--- config.mk ---
export PLATFORM = sky130hd
export DESIGN_NAME = sr04_scan_ctrl
export DESIGN_NICKNAME = d
export VERILOG_FILES = /design/src/rtl/sr04_scan_ctrl.sv
export SDC_FILE = /design/constraint.sdc
export NUM_CORES = 1
export LEC_CHECK = 0
export BUFFER_PORTS_ARGS = -buffer_cell sky130_fd_sc_hd__buf_2
export CAP_MARGIN = 20
export CORE_ASPECT_RATIO = 0.5
export CORE_MARGIN = 4
export CORE_UTILIZATION = 52
export DETAILED_ROUTE_END_ITERATION = 8
export PLACE_DENSITY = 0.76
export SLEW_MARGIN = 40
export SYNTH_ARGS = -nofsm -noshare
export SYNTH_HDL_FRONTEND = slang
export SYNTH_SLANG_ARGS = --single-unit
--- constraint.sdc ---
create_clock -name CLK -period 6.2 [get_ports CLK]
set_clock_uncertainty 0.05 [all_clocks]
set_input_delay 0.62 -clock CLK [delete_from_list [all_inputs] [get_ports CLK]]
set_output_delay 0.62 -clock CLK [all_outputs]
set_load 0.01 [all_outputs]
--- src/rtl/sr04_scan_ctrl.sv ---
// sr04_scan_ctrl -- round-robin HC-SR04 trigger/echo sequencer for four sensors, reporting distance in cm.
// Revision 1.0
`timescale 1ns/1ps
`default_nettype none

module sr04_scan_ctrl #(
   parameter int TRIG_CYC    = 500,
   parameter int CYC_PER_CM  = 2900,
   parameter int TIMEOUT_CYC = 1900000,
   parameter int GAP_CYC     = 3000000
)(
   input  logic        CLK,
   input  logic        RST_N,
   input  logic        EN,
   input  logic [3:0]  ECHO,
   output logic [3:0]  TRIG,
   output logic [15:0] DIST,
   output logic [1:0]  DIST_ID,
   output logic        DIST_VLD,
   output logic        TMO,
   output logic        BUSY
);

   localparam int CNT_MAX = (GAP_CYC > TRIG_CYC) ? GAP_CYC : TRIG_CYC;
   localparam int CW      = $clog2(CNT_MAX + 1);
   localparam int TW      = $clog2(TIMEOUT_CYC + 1);
   localparam int PW      = $clog2(CYC_PER_CM + 1);

   typedef enum logic [2:0] {
      ST_IDLE      = 3'd0,
      ST_TRIG      = 3'd1,
      ST_WAIT_RISE = 3'd2,
      ST_MEASURE   = 3'd3,
      ST_GAP       = 3'd4
   } state_t;

   state_t         state;
   logic [1:0]     sel;
   logic [CW-1:0]  cnt;
   logic [TW-1:0]  tmo_cnt;
   logic [PW-1:0]  presc;
   logic [15:0]    cm;
   logic [3:0]     echo_s1, echo_s2, echo_d;

   logic        echo_rise, echo_fall, tmo_hit, presc_wrap;
   logic [15:0] cm_next;

   assign echo_rise  = echo_s2[sel] & ~echo_d[sel];
   assign echo_fall  = ~echo_s2[sel] & echo_d[sel];
   assign tmo_hit    = (tmo_cnt == TW'(TIMEOUT_CYC - 1));
   assign presc_wrap = (presc == PW'(CYC_PER_CM - 1));
   // The cycle in which the fall is seen still counts toward the distance.
   assign cm_next    = (presc_wrap && cm != 16'hFFFE) ? cm + 16'd1 : cm;

   always_ff @(posedge CLK or negedge RST_N) begin
      if (!RST_N) begin
         state    <= ST_IDLE;
         sel      <= 2'd0;
         cnt      <= '0;
         tmo_cnt  <= '0;
         presc    <= '0;
         cm       <= 16'd0;
         echo_s1  <= 4'd0;
         echo_s2  <= 4'd0;
         echo_d   <= 4'd0;
         TRIG     <= 4'd0;
         DIST     <= 16'd0;
         DIST_ID  <= 2'd0;
         DIST_VLD <= 1'b0;
         TMO      <= 1'b0;
         BUSY     <= 1'b0;
      end else begin
         echo_s1  <= ECHO;
         echo_s2  <= echo_s1;
         echo_d   <= echo_s2;
         DIST_VLD <= 1'b0;
         case (state)
            ST_IDLE: begin
               if (EN) begin
                  state <= ST_TRIG;
                  TRIG  <= 4'b0001 << sel;
                  cnt   <= '0;
                  BUSY  <= 1'b1;
               end
            end
            ST_TRIG: begin
               if (cnt == CW'(TRIG_CYC - 1)) begin
                  TRIG    <= 4'd0;
                  tmo_cnt <= '0;
                  state   <= ST_WAIT_RISE;
               end else begin
                  cnt <= cnt + 1'b1;
               end
            end
            ST_WAIT_RISE: begin
               tmo_cnt <= tmo_cnt + 1'b1;
               if (tmo_hit) begin
                  DIST     <= 16'hFFFF;
                  DIST_ID  <= sel;
                  TMO      <= 1'b1;
                  DIST_VLD <= 1'b1;
                  cnt      <= '0;
                  state    <= ST_GAP;
               end else if (echo_rise) begin
                  presc <= '0;
                  cm    <= 16'd0;
                  state <= ST_MEASURE;
               end
            end
            ST_MEASURE: begin
               tmo_cnt <= tmo_cnt + 1'b1;
               presc   <= presc_wrap ? '0 : presc + 1'b1;
               cm      <= cm_next;
               // A falling edge beats a coincident timeout.
               if (echo_fall) begin
                  DIST     <= cm_next;
                  DIST_ID  <= sel;
                  TMO      <= 1'b0;
                  DIST_VLD <= 1'b1;
                  cnt      <= '0;
                  state    <= ST_GAP;
               end else if (tmo_hit) begin
                  DIST     <= 16'hFFFF;
                  DIST_ID  <= sel;
                  TMO      <= 1'b1;
                  DIST_VLD <= 1'b1;
                  cnt      <= '0;
                  state    <= ST_GAP;
               end
            end
            ST_GAP: begin
               if (cnt == CW'(GAP_CYC - 1)) begin
                  sel <= sel + 2'd1;
                  cnt <= '0;
                  if (EN) begin
                     TRIG  <= 4'b0001 << (sel + 2'd1);
                     state <= ST_TRIG;
                  end else begin
                     BUSY  <= 1'b0;
                     state <= ST_IDLE;
                  end
               end else begin
                  cnt <= cnt + 1'b1;
               end
            end
            default: begin
               TRIG  <= 4'd0;
               BUSY  <= 1'b0;
               state <= ST_IDLE;
            end
         endcase
      end
   end

endmodule

`default_nettype wire
# == Word level (Yosys, flattened, before mapping) ==
# Cells that the tools add are included.
# totals
input_bits,7
elab_cells,112
latch_bits,0
ram_bits,0
mem_bits_ro,0
reg_bits,113
output_inout_bits,25
mem_count,0
# classes
n_reduce_logical,14
n_lt_le_gt_ge,1
multipliers,0
div_mod_pow,0
n_bitwise,6
n_eq_ne,19
mux,50
n_addsub,5
shift,2
# op_table
operator,count
$mux W22,5
$pmux W22 S5,1
$mux W16,5
$pmux W16 S2,2
$pmux W21 S2,1
$mux W12,3
$pmux W12 S2,1
$add A22 B1 Y22 const B,1
$eq A22 B22 Y1 const B,1
$eq A22 B9 Y1 const B,1
$add A21 B1 Y21 const B,1
$eq A21 B21 Y1 const B,1
$mux W21,1
$mux W3,7
$add A16 B1 Y16 const B,1
$mux W4,4
$ne A16 B16 Y1 const B,1
$ne A2 B2 Y1 const B,8
$pmux W4 S4,1
$pmux W3 S5,1
$add A12 B1 Y12 const B,1
$eq A12 B12 Y1 const B,1
$mux W1,10
$reduce_and A5 Y1,2
other kinds (23),36

# == Logic depth before layout (Yosys ltp) ==
# Gate-level depths: netlist of the first run.
# logic_depth
word_depth,7
depth_mapped,10
ltp_nobuf,8

# == Worst setup path before layout of the first run ==
# Ideal clock, no wire load.
# synth_path
path_type,register to register
from,register cnt[0]
to,register cnt[18]
path_slack_ps,3882
stages_incl_launch_ff,10
synth_period_minus_slack_ps,2318
arrival_time_ps,2142
setup_ps,126
required_ps,6024
path_buffers,2
cell_sequence,dfrtp_1 ha_1 nor4b_1 nand4_1 nor4_4 or3_1 buf_6 or2_4 buf_6 a221o_1
# synth_between
elab_chain_len,3
word_cells_on_any_way,8
classes_between,add/sub: 1; eq/ne: 3; mux: 3; reduce/logical: 1
# synth_lines
item,line_no,rtl
start: declaration,39,logic [CW-1:0] cnt;
start signal: assignment,92,cnt <= cnt + 1'b1;
start signal: assignment,143,cnt <= cnt + 1'b1;
$add A22 B1 Y22 (tied with other cells),"92, 143",
$mux W22 (tied with other cells),132,if (cnt == CW'(GAP_CYC - 1)) begin
$pmux W22 S5 / $reduce_and A3 Y1 (equally long branches),--,
# Parallel ways exist; a longest one is shown, timed or not. The select of a mux whose other input is x is not followed.
# A chain may end at the register's enable or synchronous reset.

# == Worst setup path after layout of the first run ==
# layout_path
from,register state[2]
to,register DIST_ID[0]
# layout_between
elab_chain_len,2
word_cells_on_any_way,4
classes_between,eq/ne: 2; mux: 1; reduce/logical: 1
# layout_lines
item,line_no,rtl
start: declaration,37,state_t state;
start signal: assignment,57,state <= ST_IDLE;
start signal: assignment,80,state <= ST_TRIG;
start signal: assignment,90,state <= ST_WAIT_RISE;
$eq A3 B2 Y1,77,case (state)
$pmux W2 S2 / $reduce_bool A2 Y1 (equally long branches),--,
end signal: assignment,99,DIST_ID <= sel;
end signal: assignment,117,DIST_ID <= sel;
end signal: assignment,124,DIST_ID <= sel;
end: declaration,18,"output logic [1:0] DIST_ID,"
# Parallel ways exist; a longest one is shown, timed or not.

==> metrics.md, run 1 <==
| Metric | Value |
|---|---|
| Synth Register Bits | `113` |
| Row count | `27` |
| Total GRT Usage | `0.211` |
| Die height | `83.2 um` |
| Worst Path Buf+Inv | `0` |
| CP cell instances | `nor2b_2, and2_1, and2_1, a21o_1, mux2_2` |
| Final Critical Period | `3.38 ns` |
| Hold WS | `0.125 ns` |
| Sink Count | `113` |
| Global route overflow | `0` |
| WL final | `13.1 mm` |
| Max cap viols | `0` |
| Final nets | `671` |
| Top-count cell post-synth | `dfrtp_1` |
| Starting density of the core | `0.535` |
| Mapped Nets | `652` |
| Global-route wire length before repair | `22.7 mm` |
| CP top delay family | `simple AND/OR/NAND/NOR gates` |
| Clock buffer depth | `2` |
| CP startpoint kind | `flop` |
| Most frequent CP cell | `and2_1` |
| Diodes inserted | `0` |
| Slew Viols, Final | `0` |
| FFs w/ async S/R, synth | `1.00` |
| CP max stage cell | `and2_1` |
| # IOs | `32` |
| Post-synth top cells | `dfrtp_1 (113), nor2_1 (79), nand2_1 (61), o21ai_0 (44), nand3_1 (33)` |
| WL per Instance | `16.1 um` |
| Worst skew pair latency | `0.41 ns` |
| Largest area contributor in the netlist | `dfrtp_1` |
| Worst-path clk slew | `0.06 ns` |
| CP max FO | `20` |
| Initial antenna violation count | `0` |
| Die width | `158 um` |
| Routability congestion estimate | `0.851` |
| Initial DRC Count | `444` |
| Mapped Avg Cell Area | `9.20 um^2` |
| PD cells | `385 nW/um^2` |
| Post-CTS sizing | `0` |
| Drt pass-1 iters | `4` |
| CP arrival | `3.62 ns` |
| Vias in the first global route | `4717` |
| Largest net degree at the start of global routing | `61` |
| Final non-filler cell total | `817` |
| Top_reg_cell synth | `dfrtp_1` |
| Post-Route Setup TNS | `0 ns` |
| Post-DRT Antenna Nets | `0` |
| Clk root buf | `clkbuf_16` |
| Peak supply drop | `0.229 mV` |
| Total CTS buffers | `17` |
| Seq/Total Area, Yosys | `0.480` |
| Area Overhead vs Synth | `13.6%` |
| Worst Tran Pin Value | `0.792 ns` |
| Post-CTS Setup Repair Bufs | `0` |
| Count of different cell masters after synthesis | `63` |
| Core ar. | `11000 um^2` |
| Full die area | `13200 um^2` |
| CP peak stage delay | `0.66 ns` |
| Crit share post-route | `0.545` |
| Placed cell count | `785` |
| Final core occ | `0.607` |
| WP data required | `6.44 ns` |
| Status | `finished, final reports clean` |
| Port bufs | `31` |
| Hold Fails Final Rpt | `0` |
| Cts hold-fix bufs | `0` |
| DRC | `0` |
| Final setup violating endpoints | `0` |
| CTS tree | `done` |
| Static Leak | `2.84 nW` |
| Top cells by area, synth | `dfrtp_1 (48%), nor2_1 (5.0%), xnor2_1 (4.0%)` |
| Hold WC Path Type | `input pin to async pin` |
| Slew headroom | `0.472` |
| Type of element capturing the critical path | `flop` |
| FMAX | `296 MHz` |
| Top cell type's share of synthesized area | `0.480` |
| Post-synth EDFFs | `0` |
| Post-DP HPWL | `8.72 mm` |
| RSZ-0062 raised after global routing | `no` |
| Post-DR vias/cell | `6.03` |
| Final Power | `0.00258 W` |
| Synth Cell Area | `5890 um^2` |
| H-tree depth | `4` |
| Synth Warn # | `0` |
| CP Class | `flop to flop` |
| Via count | `4929` |
| Fraction of layout instances using a drive strength above 1 | `0.126` |
| Post-synthesis cell count | `640` |
## area by class of cell
type                       count  area (um^2)
clock inverter                14          131
timing repair buffer          34          184
multi-input combinational    476         2860
tap                          145          181
sequential                   113         2830
inverter                      17         63.8
clock buffer                  18          439
fill                         907         4320
## state kept, by name (all words and copies together), names as in the netlist, 12 cells and up
signal / count
cnt: 22
tmo_cnt: 21
DIST: 16
cm: 16
presc: 12
## per-stage QoR
stage	worst slack [ns]	instance area, um^2
2_1_floorplan	3.88	5890
3_3_place_gp	2.79	6090
3_5_place_dp	2.61	6110
4_1_cts	2.57	6680
5_1_grt	2.56	6690
6_report	2.82	6690
## logic make-up (layout without fill, tap and decap cells)
logic type / count (synthesis) / after routing / share of synthesized area
AO/OA/AOI/OAI: 138 / 138 / 0.152
XOR/XNOR: 39 / 39 / 0.0580
adder cells (fa/ha/maj): 5 / 5 / 0.0106
buffers and inverters: 51 / 83 / 0.0372
flip-flops: 113 / 113 / 0.480
multiplexers: 6 / 6 / 0.0151
AND/OR/NAND/NOR: 288 / 288 / 0.247
## path summary, 6_finish.rpt
kind | endpoint | slack (ns) | startpoint | depth (start not counted)
max | DIST_ID[0] | 2.82 | state[2] | 5
min | cnt[21] | 0.12 | RST_N | 1
max reg2reg | DIST_ID[0] | 2.82 | state[2] | 5
min reg2reg | echo_s2[2] | 0.30 | echo_s1[2] | 0
max in group asynchronous | tmo_cnt[17] | 4.89 | RST_N | 2
min in group CLK | echo_s1[1] | 0.26 | ECHO[1] | 1
## layer usage
| metal | global-route usage | part of all wire | up-vias |
|---|---|---|---|
| li1 | - | - | 2352 |
| met1 | 0.287 | 0.47 | 2453 |
| met2 | 0.335 | 0.48 | 102 |
| met3 | 0.0495 | 0.037 | 22 |
| met4 | 0.0704 | 0.014 | 0 |
| met5 | 0 | 0 | - |
## layout by cell type, fill, tap and decap left out, types with 3 or more instances in the layout
master / netlist / final
a211o_1: 5 / 5
a211oi_1: 5 / 5
a21o_1: 3 / 3
a21oi_1: 31 / 31
a221o_1: 9 / 9
a22o_1: 6 / 6
a31oi_1: 4 / 4
and2_1: 5 / 5
and3_1: 17 / 17
and4_1: 6 / 6
buf_2: 9 / 30
buf_4: 0 / 3
clkbuf_16: 0 / 17
clkinv_4: 0 / 3
clkinvlp_4: 0 / 4
dfrtp_1: 113 / 113
ha_1: 5 / 5
inv_1: 16 / 16
inv_6: 0 / 4
mux2_2: 3 / 3
nand2_1: 61 / 61
nand2b_1: 3 / 3
nand3_1: 33 / 33
nand4_1: 17 / 17
nor2_1: 79 / 79
nor2b_1: 4 / 3
nor3_1: 20 / 20
nor4_1: 10 / 9
nor4b_1: 3 / 3
o211ai_1: 5 / 5
o21ai_0: 44 / 44
o31ai_1: 9 / 9
or2_2: 3 / 3
or3_1: 12 / 12
or4_1: 4 / 4
xnor2_1: 27 / 27
xor2_1: 12 / 12
## power by group
part	switching [W]	total (W)	internal [W]
Sequential	0.000113	0.000962	0.000849
Clock	0.000366	0.000932	0.000566
Combinational	0.000451	0.000684	0.000233
Note: power is estimated with default switching activity, not from simulation.
==> run 2, diff against run 1 <==
--- a/config.mk
+++ b/config.mk
@@ -11,7 +11,7 @@
 export CORE_MARGIN = 4
 export CORE_UTILIZATION = 52
 export DETAILED_ROUTE_END_ITERATION = 8
-export PLACE_DENSITY = 0.76
+export PLACE_DENSITY = 0.78
 export SLEW_MARGIN = 40
 export SYNTH_ARGS = -nofsm -noshare
 export SYNTH_HDL_FRONTEND = slang
==> constraint.sdc (replaced) <==
create_clock -name CLK -period 2.9 [get_ports CLK]
set_clock_uncertainty 0.05 [all_clocks]
set_input_delay 0.29 -clock CLK [delete_from_list [all_inputs] [get_ports CLK]]
set_output_delay 0.29 -clock CLK [all_outputs]
set_load 0.01 [all_outputs]
==> metrics.md, run 2 (same netlist as run 1, synthesis figures left out) <==
| Metric | Value |
|---|---|
| Status | `finished, final reports clean (unchanged)` |
| # IOs | `32 (unchanged)` |
| DRC | `0 (unchanged)` |
| Starting density of the core | `0.535 (unchanged)` |
| Diodes inserted | `0 (unchanged)` |
| Type of element capturing the critical path | `flop (unchanged)` |
| Post-DP HPWL | `8.66 mm (was 8.72 mm)` |
| Port bufs | `31 (unchanged)` |
| Critical Path Start | `sel[0] (was state[2])` |
| Fillers | `881 (was 907)` |
| Routability congestion estimate | `0.951 (was 0.851)` |
| Largest register FFs | `22 (unchanged)` |
| Post-DRT Antenna Nets | `0 (unchanged)` |
| Largest net degree at the start of global routing | `97 (was 61)` |
| Sequential Area | `2830 um^2 (unchanged)` |
| Global-route wire length before repair | `23.4 mm (was 22.7 mm)` |
| Peak supply drop | `0.435 mV (was 0.229 mV)` |
| Initial antenna violation count | `0 (unchanged)` |
| Area Overhead vs Synth | `16.7% (was 13.6%)` |
| Max cap viols | `0 (unchanged)` |
| WP data required | `3.17 ns (was 6.44 ns)` |
| Worst skew pair latency | `0.42 ns (was 0.41 ns)` |
| Total GRT Usage | `0.216 (was 0.211)` |
| Top Registers | `cnt x22, tmo_cnt x21 (unchanged)` |
| Fraction of layout instances using a drive strength above 1 | `0.133 (was 0.126)` |
| CP Class | `flop to flop (unchanged)` |
| Total CTS buffers | `17 (unchanged)` |
| Global route overflow | `0 (unchanged)` |
| FMAX | `401 MHz (was 296 MHz)` |
| PD cells | `849 nW/um^2 (was 385 nW/um^2)` |
| Clk root buf | `clkbuf_16 (unchanged)` |
| CP max stage cell | `mux4_2 (was and2_1)` |
| Slew headroom | `0.495 (was 0.472)` |
| Via count | `4969 (was 4929)` |
| Multi-input gate area | `2840 um^2 (was 2860 um^2)` |
| CP arrival | `2.77 ns (was 3.62 ns)` |
| Most frequent CP cell | `a211oi_1 (was and2_1)` |
| Slew Viols, Final | `0 (unchanged)` |
| Final setup violating endpoints | `0 (unchanged)` |
| H-tree depth | `4 (unchanged)` |
| Worst Tran Pin Value | `0.758 ns (was 0.792 ns)` |
| RR Startpoint | `sel[0] (was state[2])` |
| CP startpoint kind | `flop (unchanged)` |
| Die height | `83.2 um (unchanged)` |
| Sink Count | `113 (unchanged)` |
| CP max FO | `10 (was 20)` |
| WL per Instance | `16.1 um (about the same)` |
| Vias in the first global route | `4901 (was 4717)` |
| Clock buffer depth | `2 (unchanged)` |
| RSZ-0062 raised after global routing | `no (unchanged)` |
| Post-DR vias/cell | `5.98 (was 6.03)` |
| Most common cell after layout, fill and taps aside | `dfrtp_1 (unchanged)` |
| Row count | `27 (unchanged)` |
| Post-CTS Setup Repair Bufs | `0 (unchanged)` |
| Worst-path clk slew | `0.05 ns (was 0.06 ns)` |
| Full die area | `13200 um^2 (unchanged)` |
| Drt pass-1 iters | `6 (was 4)` |
| Crit share post-route | `0.859 (was 0.545)` |
| Biggest register | `cnt (unchanged)` |
| CP cell instances | `mux4_2, nor2b_1, a211oi_1, buf_4, a211oi_1, o21ai_0 (was nor2b_2, and2_1, and2_1, a21o_1, mux2_2)` |
| Hold WC Path Type | `input pin to flop (was input pin to async pin)` |
| Most frequent cells in the layout | `dfrtp_1 (113), nor2_1 (79), nand2_1 (61) (unchanged)` |
| Initial DRC Count | `439 (was 444)` |
| Final nets | `685 (was 671)` |
| CP peak stage delay | `0.56 ns (was 0.66 ns)` |
| Die width | `158 um (unchanged)` |
| Post-CTS sizing | `0 (unchanged)` |
| Hold Fails Final Rpt | `0 (unchanged)` |
| Final core occ | `0.624 (was 0.607)` |
| Core ar. | `11000 um^2 (unchanged)` |
| Final Critical Period | `2.49 ns (was 3.38 ns)` |
| WL final | `13.4 mm (was 13.1 mm)` |
| Post-Route Setup TNS | `0 ns (unchanged)` |
| Hold WS | `0.177 ns (was 0.125 ns)` |
| Hold Startpoint | `EN` |
| CTS tree | `done (unchanged)` |
| Static Leak | `2.95 nW (was 2.84 nW)` |
-- run 2: critical path, delay by kind of cell (launching register included) --
family / cells / cell delay [ns]
AOI/OAI and AO/OA: 3 / 0.80
buffers and inverters: 1 / 0.26
DFF: 1 / 0.54
muxes: 1 / 0.56
and+or+nand+nor: 1 / 0.17
-- run 2: worst paths after layout --
check | to | slack (ns) | cells after the start
min reg2reg | echo_s2[2] | 0.30 | 0
max reg2reg | cnt[9] | 0.41 | 6
min | TRIG[0] | 0.18 | 3
max | cnt[9] | 0.41 | 6
min in group asynchronous | cnt[7] | 0.24 | 2
max in group asynchronous | cnt[0] | 1.79 | 3
-- run 2: timing repair --
action / 4_1_cts / 5_1_grt
hold buffers: 5 / 0
endpoints found under the setup margin: 0 / 0
endpoints found under the hold margin: 21 / 0
-- run 2: through the flow --
step	instance area [um^2]	power [W]	std cells	setup WS, ns
2_1_floorplan	5890	0.00308	640	0.582
3_3_place_gp	6170	0.00352	794	0.491
3_5_place_dp	6170	0.00357	794	0.435
4_1_cts	6870	0.00587	831	0.386
5_1_grt	6870	0.00616	831	0.216
6_report	6870	0.00583	831	0.409
-- run 2: final cells by class --
cell class	count	area share
Timing Repair Buffer	48	0.0452
Tap cell	145	0.0264
Clock buffer	18	0.0639
Clock inverter	14	0.0299
Inverter	17	0.00929
Sequential cell	113	0.412
Multi-Input combinational cell	476	0.414
-- run 2: where the power goes --
group          switching, W  total, W  leakage, nW  internal [W]
clock              0.000783   0.00226        0.313       0.00147
combinational      0.000994   0.00155         1.14      0.000551
sequential         0.000217   0.00203         1.49       0.00181
-- run 2: per-layer routing --
layer	global-route usage	wire length, um	vias up	share of wire
li1	-	-	2376	-
met1	0.288	6040	2441	0.45
met2	0.347	6540	131	0.49
met3	0.0536	592	21	0.044
met4	0.0666	205	0	0.015
met5	0	0	-	0
==> run 3, diff against run 2 <==
--- a/config.mk
+++ b/config.mk
@@ -7,9 +7,9 @@
 export LEC_CHECK = 0
 export BUFFER_PORTS_ARGS = -buffer_cell sky130_fd_sc_hd__buf_2
 export CAP_MARGIN = 20
-export CORE_ASPECT_RATIO = 0.5
 export CORE_MARGIN = 4
 export CORE_UTILIZATION = 52
+export CTS_CLUSTER_SIZE = 25
 export DETAILED_ROUTE_END_ITERATION = 8
 export PLACE_DENSITY = 0.78
 export SLEW_MARGIN = 40
==> metrics.md, run 3 (same netlist as run 1, synthesis figures left out) <==
| Metric | Value |
|---|---|
| Sequential Area | `2830 um^2 (unchanged)` |
| Area Overhead vs Synth | `16.0% (was 16.7%)` |
| Worst skew pair latency | `0.42 ns (about the same)` |
| R2R Setup Slk | `0.34 ns (was 0.41 ns)` |
| Biggest register | `cnt (unchanged)` |
| Hold Fails Final Rpt | `0 (unchanged)` |
| Vias in the first global route | `4816 (was 4901)` |
| PD cells | `830 nW/um^2 (was 849 nW/um^2)` |
| Full die area | `13100 um^2 (was 13200 um^2)` |
| Clock power share | `0.373 (was 0.387)` |
| Core ar. | `11000 um^2 (about the same)` |
| Global route overflow | `0 (unchanged)` |
| Status | `finished, final reports clean (unchanged)` |
| Sw frac | `0.341 (was 0.342)` |
| Final setup violating endpoints | `0 (unchanged)` |
| Via count | `4917 (was 4969)` |
| Static Leak | `2.92 nW (was 2.95 nW)` |
| Share of total power in sequential cells | `0.353 (was 0.348)` |
| Post-CTS sizing | `0 (unchanged)` |
| Worst-path clk slew | `0.05 ns (about the same)` |
| Global-route wire length before repair | `23.7 mm (was 23.4 mm)` |
| Crit share post-route | `0.884 (was 0.859)` |
| Multi-input gate area | `2840 um^2 (unchanged)` |
| Post-DP HPWL | `9.42 mm (was 8.66 mm)` |
| CTS tree | `done (unchanged)` |
| Row count | `38 (was 27)` |
| Port bufs | `31 (unchanged)` |
| Final Critical Period | `2.56 ns (was 2.49 ns)` |
| Post-DRT Antenna Nets | `0 (unchanged)` |
| Starting density of the core | `0.536 (was 0.535)` |
| Max cap viols | `0 (unchanged)` |
| Final nets | `688 (was 685)` |
| Sink Count | `113 (unchanged)` |
| FMAX | `390 MHz (was 401 MHz)` |
| Net Switching | `0.00194 W (was 0.00199 W)` |
| Routability congestion estimate | `0.941 (was 0.951)` |
| CP max FO | `19 (was 10)` |
| Final Power | `0.00567 W (was 0.00583 W)` |
| WL per Instance | `16.9 um (was 16.1 um)` |
| Total GRT Usage | `0.228 (was 0.216)` |
| Clock buffer depth | `2 (unchanged)` |
| CP arrival | `2.81 ns (was 2.77 ns)` |
| Slew headroom | `0.483 (was 0.495)` |
| DRC | `0 (unchanged)` |
| Most frequent cells in the layout | `dfrtp_1 (113), nor2_1 (79), nand2_1 (61) (unchanged)` |
| Comb power frac | `0.274 (was 0.265)` |
| Post-Route Setup TNS | `0 ns (unchanged)` |
| Drt pass-1 iters | `5 (was 6)` |
| Die width | `114 um (was 158 um)` |
| Most common cell after layout, fill and taps aside | `dfrtp_1 (unchanged)` |
| Post-DR vias/cell | `5.93 (was 5.98)` |
| Slew Viols, Final | `0 (unchanged)` |
| Hold WC Path Type | `input pin to flop (unchanged)` |
| Diodes inserted | `0 (unchanged)` |
| Fillers | `870 (was 881)` |
| H-tree depth | `4 (unchanged)` |
| Total CTS buffers | `17 (unchanged)` |
| Fraction of layout instances using a drive strength above 1 | `0.136 (was 0.133)` |
| Clk root buf | `clkbuf_16 (unchanged)` |
| RSZ-0062 raised after global routing | `no (unchanged)` |
| Cell internal pwr | `0.00374 W (was 0.00384 W)` |
| Largest register FFs | `22 (unchanged)` |
| Top Registers | `cnt x22, tmo_cnt x21 (unchanged)` |
| Initial antenna violation count | `0 (unchanged)` |
| WL final | `14.0 mm (was 13.4 mm)` |
| Die height | `114 um (was 83.2 um)` |
| WP data required | `3.14 ns (was 3.17 ns)` |
| CP startpoint kind | `flop (unchanged)` |
| # IOs | `32 (unchanged)` |
| Type of element capturing the critical path | `flop (unchanged)` |
| CP Class | `flop to flop (unchanged)` |
| Worst Tran Pin Value | `0.776 ns (was 0.758 ns)` |
| Largest net degree at the start of global routing | `48 (was 97)` |
| Initial DRC Count | `367 (was 439)` |
| Peak supply drop | `0.557 mV (was 0.435 mV)` |
-- run 3: changes by cell type in the layout (fill, tap and decap cells not counted) --
cell        before  now
buf_12           1    0
buf_4           12   16
bufinv_16        4    3
clkinv_2         1    3
clkinv_4         5    0
clkinvlp_4       1    8
inv_6            2    0
inv_8            1    0
-- run 3: timing repair --
action                    in CTS  in global routing
hold endpoints to repair      47                  0
hold buffers                   5                  0
setup buffers                  0                  0
-- run 3: layer usage --
| metal | up-vias | GRT usage | part of all wire |
|---|---|---|---|
| met1 | 2371 | 0.314 | 0.45 |
| li1 | 2371 | - | - |
| met5 | - | 0 | 0 |
| met2 | 159 | 0.358 | 0.48 |
| met3 | 16 | 0.0539 | 0.059 |
| met4 | 0 | 0.0728 | 0.013 |
-- run 3: cell type report --
class	count	share of cell area
Inverter	17	0.00934
Clock buffer	18	0.0643
Sequential cell	113	0.414
Timing Repair Buffer	51	0.0469
Multi-Input combinational cell	476	0.416
Clock inverter	14	0.0242
Tap cell	140	0.0256
-- run 3: worst paths after layout --
path	from	to	cells after the start
min	EN	TRIG[0]	3
min reg2reg	echo_s1[0]	echo_s2[0]	0
max in group asynchronous	RST_N	DIST[12]	3
min in group asynchronous	RST_N	cnt[3]	2
max	cnt[0]	cnt[12]	7
max reg2reg	cnt[0]	cnt[12]	7
-- run 3: power by group through the flow --
stage	logic, W	registers, W	clock network (W)
2_1_floorplan	0.00103	0.00205	0
3_3_place_gp	0.00151	0.00201	0
3_5_place_dp	0.00155	0.00202	0
4_1_cts	0.00156	0.00200	0.00214
5_1_grt	0.00173	0.00204	0.00222
6_report	0.00155	0.00200	0.00212
-- run 3: worst max-delay path: stages, from the launching register on --
cell	delay, ns
dfrtp_1	0.42
ha_1	0.28
nand3_1	0.17
nor3_1	0.32
and4_1	0.38
o21ai_2	0.27
and3_1	0.28
a211o_1	0.27
-- run 3: metrics by stage --
step	std cells	area, um^2	hold slack (ns)	setup WS (ns)	utilization
2_1_floorplan	640	5890	-0.0556	0.582	-
3_3_place_gp	792	6180	0.284	0.511	0.563
3_5_place_dp	792	6180	0.286	0.412	0.563
4_1_cts	829	6830	0.164	0.375	0.622
5_1_grt	829	6830	0.197	0.178	0.622
6_report	829	6830	0.172	0.335	0.622
